===== src/rtl/spk_pkg.sv =====
// ----------------------------------------------------------------------------
// spk_pkg
// Shared definitions for the speaker arbiter: FSM state encoding, note and
// duration widths, the rest-note constant and a small duration helper.
//
// Contents:
//   NOTE_W / DUR_W  - width of a fullNote code and of a duration in ticks
//   NOTE_REST       - note code that keeps the tone generator silent
//   spk_state_t     - SPK_IDLE / SPK_PLAY / SPK_GAP
//   spk_dur_last()  - converts a requested duration into the index of its
//                     final tick (a duration of 0 plays as 1 tick)
// ----------------------------------------------------------------------------
package spk_pkg;

    localparam int NOTE_W = 8;
    localparam int DUR_W  = 8;

    localparam logic [NOTE_W-1:0] NOTE_REST = 8'd0;

    typedef enum logic [1:0] {
        SPK_IDLE = 2'd0,
        SPK_PLAY = 2'd1,
        SPK_GAP  = 2'd2
    } spk_state_t;

    // The duration counter runs 0..D-1, so the latch stores D-1. A zero
    // duration maps to the same value as one tick.
    function automatic logic [DUR_W-1:0] spk_dur_last(input logic [DUR_W-1:0] dur);
        return (dur == '0) ? '0 : dur - DUR_W'(1);
    endfunction

endpackage


===== src/rtl/spk_rr_pick.sv =====
// ----------------------------------------------------------------------------
// spk_rr_pick
// Combinational round-robin picker. Starting just after the previous grantee,
// it searches upward (wrapping) and returns the first requester that is
// asking.
//
// Ports:
//   req    in  NUM_REQ  request vector, one bit per requester
//   last   in  IDX_W    index of the previous grantee
//   valid  out 1        at least one request is pending
//   grant  out IDX_W    chosen requester (meaningful only when valid)
// ----------------------------------------------------------------------------
module spk_rr_pick #(
    parameter int NUM_REQ = 4,
    parameter int IDX_W   = $clog2(NUM_REQ)
) (
    input  logic [NUM_REQ-1:0] req,
    input  logic [IDX_W-1:0]   last,
    output logic               valid,
    output logic [IDX_W-1:0]   grant
);

    localparam logic [IDX_W:0] NUM_REQ_W = (IDX_W+1)'(NUM_REQ);

    logic [2*NUM_REQ-1:0] doubled;
    logic [NUM_REQ-1:0]   rotated;
    logic [IDX_W-1:0]     offset;
    logic [IDX_W:0]       sum;

    // Rotate the request vector so that bit 0 is the requester right after
    // 'last'; the lowest set bit of the rotated vector is then the winner.
    // The sum last+1+offset stays below 2*NUM_REQ, so one conditional
    // subtraction is enough to wrap it back into range.
    always_comb begin
        doubled = {req, req};
        rotated = NUM_REQ'(doubled >> ({1'b0, last} + 1'b1));
        valid   = |req;
        offset  = '0;
        for (int j = NUM_REQ - 1; j >= 0; j--) begin
            if (rotated[j]) begin
                offset = IDX_W'(j);
            end
        end
        sum = {1'b0, last} + {1'b0, offset} + 1'b1;
        if (sum >= NUM_REQ_W) begin
            sum = sum - NUM_REQ_W;
        end
        grant = sum[IDX_W-1:0];
    end

endmodule


===== src/rtl/speaker_arbiter.sv =====
// ----------------------------------------------------------------------------
// speaker_arbiter
// Shares the single speaker tone generator between several requesters. A
// request is granted round-robin, its note is driven for max(dur,1) ticks,
// then GAP_TICKS silent ticks follow before completion is reported.
//
// Optional feature: define SPK_PREEMPT_EN to make requester 0 urgent; it then
// cuts off any note owned by another requester (the victim gets its done
// pulse in the same cycle as ack[0]).
//
// Parameters:
//   NUM_REQ    number of requesters (2..8)
//   TICK_DIV   clock cycles per duration tick
//   GAP_TICKS  silent ticks after each note (0 = none)
//
// Ports:
//   clk       in  1            clock
//   rst_n     in  1            asynchronous active-low reset
//   req       in  NUM_REQ      level requests, held until ack
//   req_note  in  8*NUM_REQ    note of requester i at [8i+7:8i]
//   req_dur   in  8*NUM_REQ    duration (ticks) of requester i at [8i+7:8i]
//   ack       out NUM_REQ      one-cycle pulse when a request is latched
//   done      out NUM_REQ      one-cycle pulse when a note and its gap end
//   note_out  out 8            note to the tone generator, 0 = silence
//   busy      out 1            high while playing or in the gap
//   owner     out clog2(N)     current or most recent grantee
// ----------------------------------------------------------------------------
module speaker_arbiter
    import spk_pkg::*;
#(
    parameter int NUM_REQ   = 4,
    parameter int TICK_DIV  = 4194304,
    parameter int GAP_TICKS = 1
) (
    input  logic                        clk,
    input  logic                        rst_n,
    input  logic [NUM_REQ-1:0]          req,
    input  logic [NOTE_W*NUM_REQ-1:0]   req_note,
    input  logic [DUR_W*NUM_REQ-1:0]    req_dur,
    output logic [NUM_REQ-1:0]          ack,
    output logic [NUM_REQ-1:0]          done,
    output logic [NOTE_W-1:0]           note_out,
    output logic                        busy,
    output logic [$clog2(NUM_REQ)-1:0]  owner
);

    localparam int IDX_W  = $clog2(NUM_REQ);
    localparam int TICK_W = (TICK_DIV > 1) ? $clog2(TICK_DIV) : 1;

    localparam logic [TICK_W-1:0] TICK_LAST = TICK_W'(TICK_DIV - 1);
    localparam logic [DUR_W-1:0]  GAP_LAST  = (GAP_TICKS > 0) ? DUR_W'(GAP_TICKS - 1) : '0;

    spk_state_t state;
    spk_state_t state_nxt;

    logic [TICK_W-1:0] tick_cnt;
    logic [DUR_W-1:0]  dur_cnt;
    logic [NOTE_W-1:0] note_lat;
    logic [DUR_W-1:0]  dur_last;
    logic [IDX_W-1:0]  last;

    logic              pick_valid;
    logic [IDX_W-1:0]  pick_idx;
    logic [IDX_W-1:0]  grant_idx;
    logic              tick_end;
    logic              play_end;
    logic              gap_end;
    logic              preempt;
    logic              start;
    logic              finish;

    spk_rr_pick #(
        .NUM_REQ (NUM_REQ),
        .IDX_W   (IDX_W)
    ) u_pick (
        .req   (req),
        .last  (last),
        .valid (pick_valid),
        .grant (pick_idx)
    );

    // State register; reset forces IDLE immediately so note_out and busy
    // drop in the same cycle the reset is asserted.
    always_ff @(posedge clk or negedge rst_n) begin
        if (!rst_n) begin
            state <= SPK_IDLE;
        end else begin
            state <= state_nxt;
        end
    end

    // Next-state logic. 'start' covers both a normal IDLE grant and an
    // urgent takeover by requester 0; 'finish' marks the edge that returns
    // to IDLE after a completed note, which is when done is raised.
    always_comb begin
        tick_end = (tick_cnt == TICK_LAST);
        play_end = tick_end && (dur_cnt == dur_last);
        gap_end  = tick_end && (dur_cnt == GAP_LAST);
`ifdef SPK_PREEMPT_EN
        preempt  = (state != SPK_IDLE) && (owner != '0) && req[0];
`else
        preempt  = 1'b0;
`endif
        start     = preempt || ((state == SPK_IDLE) && pick_valid);
        grant_idx = preempt ? '0 : pick_idx;
        finish    = 1'b0;
        state_nxt = state;
        unique case (state)
            SPK_IDLE: begin
                if (start) begin
                    state_nxt = SPK_PLAY;
                end
            end
            SPK_PLAY: begin
                if (preempt) begin
                    state_nxt = SPK_PLAY;
                end else if (play_end) begin
                    if (GAP_TICKS == 0) begin
                        finish    = 1'b1;
                        state_nxt = SPK_IDLE;
                    end else begin
                        state_nxt = SPK_GAP;
                    end
                end
            end
            SPK_GAP: begin
                if (preempt) begin
                    state_nxt = SPK_PLAY;
                end else if (gap_end) begin
                    finish    = 1'b1;
                    state_nxt = SPK_IDLE;
                end
            end
            default: state_nxt = SPK_IDLE;
        endcase
    end

    // Latches, counters and the ack/done pulses. Counters restart on every
    // state entry (including a preemptive restart of PLAY), so each phase is
    // timed exactly from its first cycle. done uses the owner before it is
    // overwritten, which is what makes a preempted owner see its done.
    always_ff @(posedge clk or negedge rst_n) begin
        if (!rst_n) begin
            tick_cnt <= '0;
            dur_cnt  <= '0;
            note_lat <= NOTE_REST;
            dur_last <= '0;
            last     <= IDX_W'(NUM_REQ - 1);
            owner    <= '0;
            ack      <= '0;
            done     <= '0;
        end else begin
            ack  <= '0;
            done <= '0;
            if (finish || preempt) begin
                done <= NUM_REQ'(1) << owner;
            end
            if (start) begin
                note_lat <= req_note[{grant_idx, 3'b000} +: NOTE_W];
                dur_last <= spk_dur_last(req_dur[{grant_idx, 3'b000} +: DUR_W]);
                last     <= grant_idx;
                owner    <= grant_idx;
                ack      <= NUM_REQ'(1) << grant_idx;
            end
            if (start || (state_nxt != state)) begin
                tick_cnt <= '0;
                dur_cnt  <= '0;
            end else if (state != SPK_IDLE) begin
                if (tick_end) begin
                    tick_cnt <= '0;
                    dur_cnt  <= dur_cnt + 1'b1;
                end else begin
                    tick_cnt <= tick_cnt + 1'b1;
                end
            end
        end
    end

    // Outputs decoded from state; the note is only audible in PLAY.
    always_comb begin
        busy     = (state != SPK_IDLE);
        note_out = (state == SPK_PLAY) ? note_lat : NOTE_REST;
    end

endmodule


===== config.mk =====
export PLATFORM = sky130hd
export DESIGN_NAME = speaker_arbiter
export DESIGN_NICKNAME = d
export VERILOG_FILES = /design/src/rtl/spk_pkg.sv /design/src/rtl/spk_rr_pick.sv /design/src/rtl/speaker_arbiter.sv
export SDC_FILE = /design/constraint.sdc
export NUM_CORES = 1
export LEC_CHECK = 0
export CAP_MARGIN = 20
export CORE_MARGIN = 4
export CORE_UTILIZATION = 38
export DETAILED_ROUTE_END_ITERATION = 8
export PLACE_DENSITY = 0.62
export SLEW_MARGIN = 20
export SYNTH_ARGS = -nofsm -noshare
export SYNTH_HDL_FRONTEND = slang
export SYNTH_HIERARCHICAL = 1
export SYNTH_SLANG_ARGS = --single-unit

===== constraint.sdc =====
create_clock -name clk -period 9 [get_ports clk]
set_input_delay 1.8 -clock clk [delete_from_list [all_inputs] [get_ports clk]]
set_output_delay 1.8 -clock clk [all_outputs]
set_load 0.02 [all_outputs]

# [Word-level counts from Yosys, hierarchy flattened]
# Index checks and enable logic that the tools add are counted.
[op_classes] add_sub_neg=7 magnitude_cmp=1 n_eq_ne=5 shifts=5 muxes=21 reduce_logical=12
[op_table] op="$mux 22" count=3
[op_table] op="$shiftx 32x6->8" count=2
[op_table] op="$mux 8" count=5
[op_table] op="$add 22x1->22 const B" count=1
[op_table] op="$eq 22x22->1 const B" count=1
[op_table] op="$logic_not 8->1" count=2
[op_table] op="$mux 2" count=8
[op_table] op="$add 8x1->8 const B" count=1
[op_table] op="$eq 8x8->1" count=1
[op_table] op="$mux 4" count=2
[op_table] op="$shl 1x2->4 const A" count=2
[op_table] op="$shr 8x3->4" count=1
[op_table] op="$sub 8x1->8 const B" count=1
[op_table] op="$pmux 2 s3" count=1
[op_table] op="$reduce_bool 2->1" count=3
[op_table] op="$reduce_or 4->1" count=1
[op_table] op="$add 2x1->3 const B" count=1
[op_table] op="$add 2x2->3" count=1
[op_table] op="$add 3x1->3 const B" count=1
[op_table] op="$ge 3x3->1 const B" count=1
[op_table] op="$logic_and 1x1->1" count=3
[op_table] op="$eq 2x1->1 const B" count=1
[op_table] op="$eq 2x2->1 const B" count=1
[op_table] op="$logic_not 2->1" count=1
[op_table] op="other kinds (5)" count=6
[word_totals] ff_bits=60 inputBits=70 output_inout_bits=19 elab_cells=60

# [Depth between registers and ports, before layout]
# Gate-level depths: netlist of the first run.
[logic_depth] word_depth=13 depth_mapped=17

# [Cells and area by module]
# The synthesis of the first run kept the hierarchy.
[by_module_without_submodules] mod="speaker_arbiter" instances=1 cells_per_inst=330 area_per_inst_um2=3330.7 seq_area_each_um2=1503.9
[by_module_without_submodules] mod="spk_rr_pick" instances=1 cells_per_inst=26 area_per_inst_um2=175.2 seq_area_each_um2=0.0

# [Worst setup path before layout of the first run]
# OpenSTA, ideal clock, no wires.
[synth_timing] kind="input to register" startpoint="in req[3]" endpoint="reg dur_last[6]" setup_time_ns=0.082 arrival_time_ns=4.603 slack_ns=4.316 path_stages=17 path_buffers=2 cell_sequence="buf_2 nor2b_1 a21oi_1 o22ai_1 o21ai_0 ha_1 xnor2_1 xnor2_1 clkbuf_1 mux4_2 inv_1 ha_1 inv_1 nor2_1 nand3b_1 or3b_1 a31oi_1"
[synth_via] elab_chain_len=12 word_cells_on_any_way=16 cone_classes="add/sub: 4; order compare: 1; shift: 2; mux: 6; reduce/logical: 3"
[synth_lines] element="start: declaration" line="speaker_arbiter.sv:37" rtl="input logic [NUM_REQ-1:0] req,"
[synth_lines] element="$shr 8x3->4 (*)" line="spk_rr_pick.sv:36" rtl="rotated = NUM_REQ'(doubled >> ({1'b0, last} + 1'b1));"
[synth_lines] element="$mux 2 (3 in a row)" line="spk_rr_pick.sv:40" rtl="if (rotated[j]) begin"
[synth_lines] element="$mux 2 (*)" line="spk_rr_pick.sv:40"
[synth_lines] element="$add 2x2->3 (*)" line="spk_rr_pick.sv:44" rtl="sum = {1'b0, last} + {1'b0, offset} + 1'b1;"
[synth_lines] element="$add 3x1->3 (*)" line="spk_rr_pick.sv:44"
[synth_lines] element="$ge 3x3->1 / $sub 2x1->2 (equally long branches)" line="spk_rr_pick.sv:45, spk_rr_pick.sv:46"
[synth_lines] element="$mux 2 (*)" line="spk_rr_pick.sv:45" rtl="if (sum >= NUM_REQ_W) begin"
[synth_lines] element="net grant_idx[1]" line="speaker_arbiter.sv:64" rtl="logic [IDX_W-1:0] grant_idx;"
[synth_lines] element="$shiftx 32x6->8 (*)" line="speaker_arbiter.sv:160" rtl="dur_last <= spk_dur_last(req_dur[{grant_idx, 3'b000} +: DUR_W]);"
[synth_lines] element="$sub 8x1->8 / $logic_not 8->1 (equally long branches)" line="spk_pkg.sv:29" rtl="return (dur == '0) ? '0 : dur - DUR_W'(1);"
[synth_lines] element="$mux 8 (*)" line="spk_pkg.sv:29"
[synth_lines] element="end signal: assignment" line="speaker_arbiter.sv:160"
[synth_lines] element="end: declaration" line="speaker_arbiter.sv:59" rtl="logic [DUR_W-1:0] dur_last;"
# The timed path passes the listed nets; every way through them passes the cells marked *.
# A chain may end at the register's enable or synchronous reset.

# [Worst setup path in the final report of the first run]
[layout_timing] startpoint="in req[1]" endpoint="reg dur_last[2]"
# Same word-level chain as after synthesis.

==> flow_summary.json, run 1 <==
{
  "initial_utilization_pct": 39.62,
  "cts_max_path_buffers": 2,
  "die_area_um2": 10830,
  "hold_class": "reg2reg",
  "yosys_warnings": 6,
  "grt_pass1_vias": 2985,
  "synth_edf_count": 0,
  "path_cells": "clkdlybuf4s50_1 > inv_1 > a2bb2oi_1 > o221ai_1 > o21ai_0 > ha_1 > inv_1 > buf_4 > mux4_2 > inv_1 > ha_1 > inv_1 > nor2_1 > nand3b_1 > o31ai_2 > o21ai_1",
  "max_freq_mhz": 187.0,
  "synth.distinct_cells": 55,
  "slowest_stage": "clkdlybuf4s50_1",
  "route.detailed.drc": 0,
  "slew-limit-headroom_pct": 27.90,
  "setup_viol": 0,
  "grt_overflow": 0,
  "timing.final.ws_setup_ns": 3.653,
  "clkSinkCount": 60,
  "path_buf_inv": 6,
  "drv_slew": 0,
  "ys_seq_elements": 60,
  "synth.avg_cell_area_um2": 9.848,
  "gr-usage-all-layers_pct": 15.84,
  "place_congestion": 0.7720,
  "die_w_um": 104.1,
  "cts_tree": "built",
  "cap_violations": 0,
  "postCtsSetupRepairBufs": 0,
  "skew_ns": 0.007544,
  "end_kind": "register",
  "min-delay-start": "note_lat[6]$_DFFE_PN0P_",
  "synthArstFlopShare_pct": 100.0,
  "status": "completed",
  "drive_gt1_share_pct": 10.71,
  "cts.clk_slew.worst_paths_ns": 0.07,
  "place_area_um2": 4474,
  "io_pins": 89,
  "critPathMaxStageDelay_ns": 0.58,
  "dp_hpwl_um": 6127,
  "wl_per_cell_um": 14.72,
  "worstPathRequired_ns": 9.20,
  "syn-cell-area_um2": 3506,
  "power.density_nw_per_um2": 160.9,
  "cts_resized": 0,
  "place_ws_ns": 3.255,
  "grt_antenna_before_repair": 0,
  "reg2reg_depth": 14,
  "reg2reg_slack_ns": 5.05,
  "drtIter0Drc": 130,
  "numPortBuffers": 88,
  "dr_total_vias": 2910,
  "vias_per_cell": 5.234,
  "worst_setup_path_start_kind": "input pin",
  "insertion_delay_ns": 0.34,
  "r2r-start": "last[1]$_DFFE_PN1P_",
  "setup_tns_ns": 0,
  "numCtsBuffers": 9,
  "min_to": "note_lat[6]$_DFFE_PN0P_",
  "core_um2": 8848,
  "synth_fp_nets": 431,
  "rsz0062_at_grt": "false",
  "cts_max_level": 3,
  "multi_input_area_um2": 1896,
  "irDropWorstVdd_uv": 66.48,
  "ff_latch_area_um2": 1504,
  "critPathMaxFanout": 12,
  "netlist_instances": 356,
  "worst_slew_pin_slew_ns": 1.073,
  "path_delay_family": "buffers and inverters",
  "fin_crit_ns": 5.347,
  "grt_pass1_wl_um": 14100,
  "cts_hold_buffers": 0,
  "diodes": 0,
  "critPathKind": "in2reg",
  "syn2layout_area_growth_pct": 34.76,
  "drtAntennaViolNets": 0,
  "synth_ff_type": "dfrtp_1",
  "finalCritPeriodShare_pct": 59.42,
  "ys_seq_area_share_pct": 42.90,
  "min_delay_path_depth": 2,
  "crit_top_cell": "inv_1",
  "nets": 518,
  "grt_max_degree": 61,
  "cp.arrival_ns": 5.55,
  "die_y_um": 104.1,
  "root_buffer": "clkbuf_8",
  "worstReg2RegEnd": "dur_last[2]$_DFFE_PN0P_",
  "hold_viol_final": 0,
  "design_area_um2": 4725,
  "wirelength_um": 8183,
  "fp-row-count": 34,
  "first_pass_iters": 5,
  "leakagePower_nw": 2.061,
  "nFillCells": 800,
  "whs_ns": 0.4657
}
[how the worst max path moves through the flow]
| stage | from | end | slack, ns | cells after the start |
|---|---|---|---|---|
| final | req[1] | dur_last[2]$_DFFE_PN0P_ | 3.65 | 16 |
| after global routing | req[1] | dur_last[2]$_DFFE_PN0P_ | 3.19 | 16 |
| after CTS | req[1] | dur_last[2]$_DFFE_PN0P_ | 3.63 | 16 |
| after detailed placement | req[1] | dur_last[2]$_DFFE_PN0P_ | 3.25 | 16 |
| after global placement | req[1] | dur_last[3]$_DFFE_PN0P_ | 3.37 | 16 |
| after floorplan | req[3] | dur_last[6]$_DFFE_PN0P_ | 4.32 | 17 |
[cells by family after synthesis]
family | after synthesis | share of synthesized area [%]
buf+inv | 26 | 3.247
flops | 60 | 42.90
fa+ha+maj | 5 | 1.784
xor+xnor | 34 | 8.494
simple gates | 175 | 25.73
mux | 18 | 10.85
compound gates | 38 | 6.995
[cells in the mapped netlist (3+ instances only)]
cell / number / area [um2]
nor2_1: 30 / 112.6
a21oi_1: 9 / 45.04
nand3_1: 10 / 50.05
mux4_2: 16 / 360.4
nand4_1: 10 / 62.56
and3_1: 5 / 31.28
inv_1: 11 / 41.29
o21ai_1: 9 / 45.04
xnor2_1: 14 / 122.6
nor4_1: 7 / 43.79
a31oi_1: 3 / 18.77
dfrtp_1: 58 / 1451
or3b_1: 3 / 26.28
clkbuf_1: 11 / 41.29
xor2_1: 20 / 175.2
or3_1: 4 / 25.02
and2_1: 8 / 50.05
o31ai_1: 3 / 22.52
nor3_1: 9 / 45.04
nand2_1: 63 / 236.5
nor2b_1: 3 / 18.77
ha_1: 5 / 62.56
o21ai_0: 4 / 20.02
or4_1: 4 / 30.03
[power breakdown]
group          total (mW)  internal (mW)  switching [mW]
registers           0.291          0.282         0.00923
logic               0.167         0.0938          0.0732
clock network       0.302          0.199           0.103
[per-stage QoR]
step	util [%]	std cells	total power [mW]
after floorplan	-	356	0.3999
after global placement	50.57	540	0.4626
after detailed placement	50.57	540	0.4663
after CTS	53.39	556	0.7721
after global routing	53.39	556	0.8002
final	53.39	556	0.7600
[worst min-delay path: cells and delay by family, from the launching register on]
family        cells  cell delay, ns
flops             1            0.34
simple gates      2            0.10
[cell usage in the layout, fill, tap and decap left out, types with 4 or more instances in the layout]
master | netlist | final
a21oi_1 | 9 | 9
and2_1 | 8 | 8
and3_1 | 5 | 5
clkbuf_8 | 0 | 11
clkdlybuf4s50_1 | 0 | 87
dfrtp_1 | 58 | 58
ha_1 | 5 | 5
inv_1 | 11 | 11
mux4_2 | 16 | 16
nand2_1 | 63 | 63
nand3_1 | 10 | 10
nand4_1 | 10 | 10
nor2_1 | 30 | 30
nor3_1 | 9 | 9
nor4_1 | 7 | 7
o21ai_0 | 4 | 4
o21ai_1 | 9 | 9
or3_1 | 4 | 4
or4_1 | 4 | 4
xnor2_1 | 14 | 13
xor2_1 | 20 | 20
[cell type report]
type | instances | area share, %
multi-input cells | 270 | 40.12
flip-flops and latches | 60 | 31.83
repair buffers | 91 | 19.01
clock buffers | 12 | 3.284
well taps | 108 | 2.860
clock inverters | 4 | 2.013
inverters | 11 | 0.8739
[layer usage]
metal	GRT usage [%]	wire [um]	up-vias
li1	-	-	1435
met1	19.66	3569	1374
met2	26.14	3906	88
met3	4.345	564	13
met4	6.268	144	0
met5	0	0	-
[sequential cells by signal, summed over array words and instances (netlist names)]
register	cells
ack	4
done	4
dur_cnt	8
dur_last	8
last	2
note_lat	8
owner	2
state	2
tick_cnt	22
Power figures use the tool's default switching activity.
==> run 2, diff against run 1 <==
==> constraint.sdc (replaced) <==
create_clock -name clk -period 5 [get_ports clk]
set_input_delay 1 -clock clk [delete_from_list [all_inputs] [get_ports clk]]
set_output_delay 1 -clock clk [all_outputs]
set_load 0.02 [all_outputs]
==> run 2 against run 1 <==
Register-to-register slack lost 3.6 ns. Combinational power grew 81%. Total power grew 81%. First-iteration DRC count shrank 35%. Setup slack lost 2.8 ns. Sequential cell count is the same. Final area grew 0.32%.
==> flow_summary.json, run 2 (synthesis results as in run 1) <==
{
  "status": "completed",
  "vias_per_cell": 5.254,
  "fp-row-count": 34,
  "reg2reg_slack_ns": 1.47,
  "critPathMaxFanout": 17,
  "nets": 520,
  "cts_resized": 0,
  "gr-usage-all-layers_pct": 16.13,
  "die_w_um": 104.1,
  "grt_overflow": 0,
  "grt_antenna_before_repair": 0,
  "worst_setup_path_start_kind": "input pin",
  "hold_viol_final": 0,
  "first_pass_iters": 4,
  "dr_total_vias": 2932,
  "cts_hold_buffers": 0,
  "wl_per_cell_um": 15.15,
  "setup_tns_ns": 0,
  "largest_reg_flops": 22,
  "irDropWorstVdd_uv": 125.7,
  "max_freq_mhz": 243.2,
  "core_um2": 8848,
  "grt_pass1_vias": 3027,
  "drtAntennaViolNets": 0,
  "min_delay_path_depth": 2,
  "power_mw": 1.372,
  "cts_max_path_buffers": 2,
  "grt_pass1_wl_um": 14310,
  "r2r-start": "last[1]$_DFFE_PN1P_",
  "setup_viol": 0,
  "worst_slew_pin_slew_ns": 1.076,
  "worstReg2RegEnd": "dur_last[4]$_DFFE_PN0P_",
  "cts_tree": "built",
  "finalCritPeriodShare_pct": 82.22,
  "io_pins": 89,
  "min-delay-start": "note_lat[3]$_DFFE_PN0P_",
  "leakagePower_nw": 2.070,
  "numPortBuffers": 88,
  "insertion_delay_ns": 0.34,
  "cts_max_level": 3,
  "power.density_nw_per_um2": 289.6,
  "clkSinkCount": 60,
  "end_kind": "register",
  "hold_class": "reg2reg",
  "rsz0062_at_grt": "false",
  "place_congestion": 0.8246,
  "drive_gt1_share_pct": 11.11,
  "die_y_um": 104.1,
  "cp.arrival_ns": 4.31,
  "fin_crit_ns": 4.111,
  "initial_utilization_pct": 39.62,
  "cap_violations": 0,
  "min_to": "note_lat[3]$_DFFE_PN0P_",
  "grt_max_degree": 61,
  "wirelength_um": 8456,
  "critPathKind": "in2reg",
  "drv_slew": 0,
  "syn2layout_area_growth_pct": 35.19,
  "reg2reg_depth": 12,
  "die_area_um2": 10830,
  "skew_ns": 0.01062,
  "drtIter0Drc": 84,
  "regMostFlops": "tick_cnt",
  "dp_hpwl_um": 6351,
  "slew-limit-headroom_pct": 27.73,
  "worstPathRequired_ns": 5.20,
  "layout_common_cells": "87 x clkdlybuf4s50_1, 63 x nand2_1, 58 x dfrtp_1",
  "numCtsBuffers": 9,
  "route.detailed.drc": 0,
  "diodes": 0,
  "final_common_cell": "clkdlybuf4s50_1",
  "whs_ns": 0.4659,
  "root_buffer": "clkbuf_8",
  "cts.clk_slew.worst_paths_ns": 0.07,
  "postCtsSetupRepairBufs": 0
}
[run 2: cell types whose count changed in the layout (fill, tap and decap cells not counted), sizes merged]
cell  delta
buf      +2
[run 2: routing by layer]
| layer | vias to the layer above | routed length [um] | GRT usage, % |
|---|---|---|---|
| met2 | 86 | 4068 | 27.02 |
| met4 | 0 | 154 | 6.268 |
| met3 | 13 | 566 | 4.221 |
| met5 | - | 0 | 0 |
| li1 | 1434 | - | - |
| met1 | 1399 | 3667 | 19.89 |
[run 2: cell type report]
class,instances,area [um2]
Sequential cell,60,1504
Clock buffer,12,155.1
Fill cell,792,4109
Timing Repair Buffer,93,913.4
Clock inverter,4,95.09
Multi-Input combinational cell,270,1896
Inverter,11,41.29
Tap cell,108,135.1
[run 2: metrics by stage]
stage | setup WS (ns) | cells | util (%) | area, um2
floorplan | 1.116 | 356 | - | 3506
global placement | 0.6686 | 542 | 50.74 | 4489
detailed placement | 0.5391 | 542 | 50.74 | 4489
CTS | 0.8920 | 558 | 53.56 | 4740
global route | 0.5948 | 558 | 53.56 | 4740
finish | 0.8888 | 558 | 53.56 | 4740
[run 2: how the worst max path moves through the flow]
stage	from	to	slack [ns]	cells past startpoint
floorplan	req[3]	dur_last[6]$_DFFE_PN0P_	1.12	17
global placement	req[1]	dur_last[3]$_DFFE_PN0P_	0.67	14
detailed placement	req[1]	dur_last[4]$_DFFE_PN0P_	0.54	14
CTS	req[1]	dur_last[4]$_DFFE_PN0P_	0.89	14
global route	req[1]	dur_last[2]$_DFFE_PN0P_	0.59	14
finish	req[1]	dur_last[4]$_DFFE_PN0P_	0.89	14
[run 2: where the power goes]
part / internal [mW] / total [mW] / switching, mW / leakage, nW
Clock: 0.358 / 0.545 / 0.187 / 0.127
Sequential: 0.507 / 0.525 / 0.0172 / 0.771
Combinational: 0.171 / 0.303 / 0.132 / 1.17
[run 2: critical path: stages]
cell and delay, ns:
clkdlybuf4s50_1 0.57, inv_1 0.09, a2bb2oi_1 0.14, o221ai_1 0.21
o21ai_0 0.13, ha_1 0.21, xnor2_1 0.22, xnor2_2 0.19
buf_4 0.29, mux4_2 0.38, nor2_1 0.20, nand3b_1 0.15
o31ai_2 0.40, o21ai_1 0.13
==> RTL change 1 (flow settings as in run 1) <==
Encoding of `spk_state_t`: now one-hot (3 bits for 3 states).
--- a/src/rtl/spk_pkg.sv
+++ b/src/rtl/spk_pkg.sv
@@ -17,10 +17,10 @@
 
     localparam logic [NOTE_W-1:0] NOTE_REST = 8'd0;
 
-    typedef enum logic [1:0] {
-        SPK_IDLE = 2'd0,
-        SPK_PLAY = 2'd1,
-        SPK_GAP  = 2'd2
+    typedef enum logic [2:0] {
+        SPK_IDLE = 3'b001,
+        SPK_PLAY = 3'b010,
+        SPK_GAP  = 3'b100
     } spk_state_t;
 
     // The duration counter runs 0..D-1, so the latch stores D-1. A zero
Function: same outputs for any inputs over 10 cycles, from zero or initial values and one cycle with rst_n low; not proved beyond that.
==> RTL change 1 against run 1 <==
  * Worst setup slack better by 0.30 ns
  * Sequential share of layout area about the same
  * Hold slack better by 0.0048 ns
  * Core utilization down 1.3 points
  * Routed wire length up 3.3%
  * Cell area up 1.9%
  * Clock skew up 0.0030 ns
  * Sequential cell count up 1
  * Synthesized cell count up 4.5%
  * Fmax up 6.0%
  * Area after synthesis up 2.9%
  * Register-to-register slack better by 0.30 ns
  * Critical path type unchanged
  * Highest routed layer unchanged
Power is not compared: it rests on default switching activity, and its combinational part moved more than twofold at a synthesized area within 25%.
==> RTL change 1: results (changes against run 1) <==
* Status: finished clean
* Final weighted congestion of routability-driven global placement at 0.810 (+4.9%)
* Mean instance size in the synthesized netlist at 9.70 um2 (-1.5%)
* Vias per cell at 5.03 (-4.0%)
* CP max-delay cell: sky130_fd_sc_hd__mux4_2
* Cell types occupying the most area after synthesis: sky130_fd_sc_hd__dfrtp_1 40%, sky130_fd_sc_hd__mux4_2 9.4%, sky130_fd_sc_hd__nand2_1 7.1%
* Routed wire per std cell at 14.2 um (-3.5%)
* Number of filler instances in the final layout at 889 (+11%)
* Fraction of the mapped netlist area in compound gates at 0.0846 (+0.0147)
* CP max FO at 10 (-2)
* Wire length of the first global-routing pass at 14.2 mm (+0.49%)
* Stage delay of the slowest cell on the critical path at 0.64 ns (+0.06 ns)
* Register-to-Register Path Depth at 11 (-3)
* Fin cells at 595 (+7.0%)
* Xor/xnor share of the synthesized area at 0.0826 (-0.00239)
* Post-synthesis share of cell area spent on full adders, half adders and majority gates at 0.0173 (-0.000501)
* Placed cell area at 4600 um2 (+2.9%)
* Syn nets at 447 (+3.7%)
* Via count of the first global-routing pass at 3055 (+2.3%)
* Share of synthesized area occupied by flip-flops and latches at 0.424 (-0.00477)
* Start point of the worst min-delay path: note_lat[7]
* Setup slack of the most critical reg-to-reg path at 5.35 ns (+0.30 ns)
* Transition at the pin with the smallest max-transition slack at 0.746 ns (-0.328 ns)
* Overall power after layout at 0.595 mW
* Initial drt markers at 91 (-30%)
* Layout Nets at 536 (+3.5%)
* Combined global-route utilization of all metal layers at 0.156 (-0.00205)
* Number of unique standard cell types used by synthesis at 56 (+1.8%)
* Worst clock skew at 0.0105 ns (+0.00299 ns)
* # placed instances at 578 (+7.0%)
* Proportion of synthesized area in mux cells at 0.111 (+0.00285)
* HPWL after DPL at 6.28 mm (+2.6%)
* Reg2reg end: dur_last[6]
* Int Pwr at 0.459 mW
* Share of final-layout standard cells stronger than drive strength 1 at 0.107 (+0.000153)
* Most common library cells after synthesis: 68 x sky130_fd_sc_hd__nand2_1, 58 x sky130_fd_sc_hd__dfrtp_1, 35 x sky130_fd_sc_hd__nor2_1
* Final critical-path share of the clock period at 0.560 (-0.0338)
* Router iterations before antenna repair at 4 (-1)
RTL change 1: layout make-up:
class / instances / area (um2) / share of cell area
Multi-Input combinational cell: 287 / 1980 / 0.412
Timing Repair Buffer: 91 / 906 / 0.188
Sequential cell: 61 / 1530 / 0.318
Inverter: 11 / 41.3 / 0.00858
Clock inverter: 4 / 47.5 / 0.00988
Clock buffer: 12 / 145 / 0.0302
Tap cell: 129 / 161 / 0.0335
RTL change 1: per-stage QoR:
| stage | hold slack (ns) | util |
|---|---|---|
| global placement | 0.450 | 0.498 |
| detailed placement | 0.455 | 0.498 |
| global route | 0.495 | 0.521 |
| finish | 0.470 | 0.521 |
| floorplan | 0.438 | - |
| CTS | 0.472 | 0.519 |
RTL change 1: layer usage:
layer  track usage  part of all wire  up-vias  routed length [um]
met4        0.0553             0.015        0                 123
met1         0.194              0.44     1408                3730
met2         0.256              0.48       89                4050
met5             0                 0        -                   0
met3        0.0496             0.065       13                 551
li1              -                 -     1480                   -
==> RTL change 2 (settings of run 1) <==
Without the edit above. Add a define of `SPK_PREEMPT_EN`.
--- a/src/rtl/speaker_arbiter.sv
+++ b/src/rtl/speaker_arbiter.sv
@@ -25,6 +25,8 @@
 //   busy      out 1            high while playing or in the gap
 //   owner     out clog2(N)     current or most recent grantee
 // ----------------------------------------------------------------------------
+`define SPK_PREEMPT_EN
+
 module speaker_arbiter
     import spk_pkg::*;
 #(
Behaviour: not the same (Yosys sat finds a counterexample within 4 cycles, from zero or initial values and one cycle with rst_n low).
==> RTL change 2 against run 1 <==
  * Cell area rose by 8.1%
  * Area after synthesis is 14% higher
  * Routed wire length rose by 18%
  * Worst setup slack lost 0.089 ns
  * Clock skew increased by 0.0027 ns
  * Critical path depth is 2 higher
  * Sequential cell count did not move
Power is not compared: it rests on default switching activity, and its combinational part moved more than twofold at a synthesized area within 25%.
==> RTL change 2: results (changes against run 1) <==
* Hold Path Sink: note_lat[5]
* Critical Path Source: req[0]
* CP Capture Point: dur_last[6]
* Cell types occupying the most area after synthesis: sky130_fd_sc_hd__dfrtp_1 36%, sky130_fd_sc_hd__nand2_1 5.2%, sky130_fd_sc_hd__nor2_1 5.2%
* Transition at the pin with the smallest max-transition slack at 0.768 ns (-0.305 ns)
* Proportion of synthesized area in mux cells at 0.0453 (-0.0632)
* Via count of the first global-routing pass at 3394 (+14%)
* Syn nets at 538 (+25%)
* Final weighted congestion of routability-driven global placement at 0.826 (+7.0%)
* Cell area after layout at 5110 um2 (+8.1%)
* Mean instance size in the synthesized netlist at 8.67 um2 (-12%)
* Number of filler instances in the final layout at 984 (+23%)
* Number of unique standard cell types used by synthesis at 61 (+11%)
* Worst clock skew at 0.0102 ns (+0.00270 ns)
* Initial drt markers at 222 (+71%)
* Most common library cells after synthesis: 58 x sky130_fd_sc_hd__dfrtp_1, 56 x sky130_fd_sc_hd__nand2_1, 56 x sky130_fd_sc_hd__nor2_1
* HPWL after DPL at 7.20 mm (+17%)
* Top achievable clock speed at 184 MHz (-1.6%)
* Setup slack of the most critical reg-to-reg path at 5.17 ns (+0.12 ns)
* Status: finished clean
* Placed cell area at 4920 um2 (+10%)
* Share of synthesized area occupied by flip-flops and latches at 0.375 (-0.0536)
* Met2 routed wirelength at 4.42 mm (+13%)
* Combined global-route utilization of all metal layers at 0.158 (-0.000831)
* Fin cells at 674 (+21%)
* Routed wire per std cell at 14.3 um (-3.0%)
* Met1 Resource Use GR at 0.204 (+0.00689)
* Wire length of the first global-routing pass at 16.0 mm (+14%)
* Met3 Wirelength at 586 um (+3.9%)
* Router iterations before antenna repair at 4 (-1)
* Wire length on met1 at 4.50 mm (+26%)
* Start point of the worst min-delay path: note_lat[5]
* CP max FO at 43 (+31)
* GR Util met3 at 0.0480 (+0.00458)
* Share of final-layout standard cells stronger than drive strength 1 at 0.0874 (-0.0198)
* Fraction of the mapped netlist area in compound gates at 0.146 (+0.0762)
* Register-to-Register Path Depth at 16 (+2)
* Overall via count from detail_route at 3466 (+19%)
RTL change 2: cell count changes after synthesis, moves of 8 or more:
cell and delta:
sky130_fd_sc_hd__nand3_1 +19, sky130_fd_sc_hd__mux4_2 -16, sky130_fd_sc_hd__o221ai_1 +9, sky130_fd_sc_hd__buf_2 +12, sky130_fd_sc_hd__o21ai_0 +15, sky130_fd_sc_hd__and2_1 +8
sky130_fd_sc_hd__nor2_1 +26, sky130_fd_sc_hd__mux2i_1 +9
RTL change 2: cell families after synthesis:
group / after synthesis
adder cells (fa/ha/maj): 6
buffers and inverters: 42
XOR/XNOR: 38
AO/OA/AOI/OAI: 79
AND/OR/NAND/NOR: 220
flip-flops: 60
multiplexers: 17
RTL change 2: final cells by class:
class,instances,area share
multi-input cells,360,0.451
repair buffers,92,0.177
well taps,136,0.0333
inverters,11,0.00809
flip-flops and latches,60,0.295
clock buffers,13,0.0292
clock inverters,2,0.00686
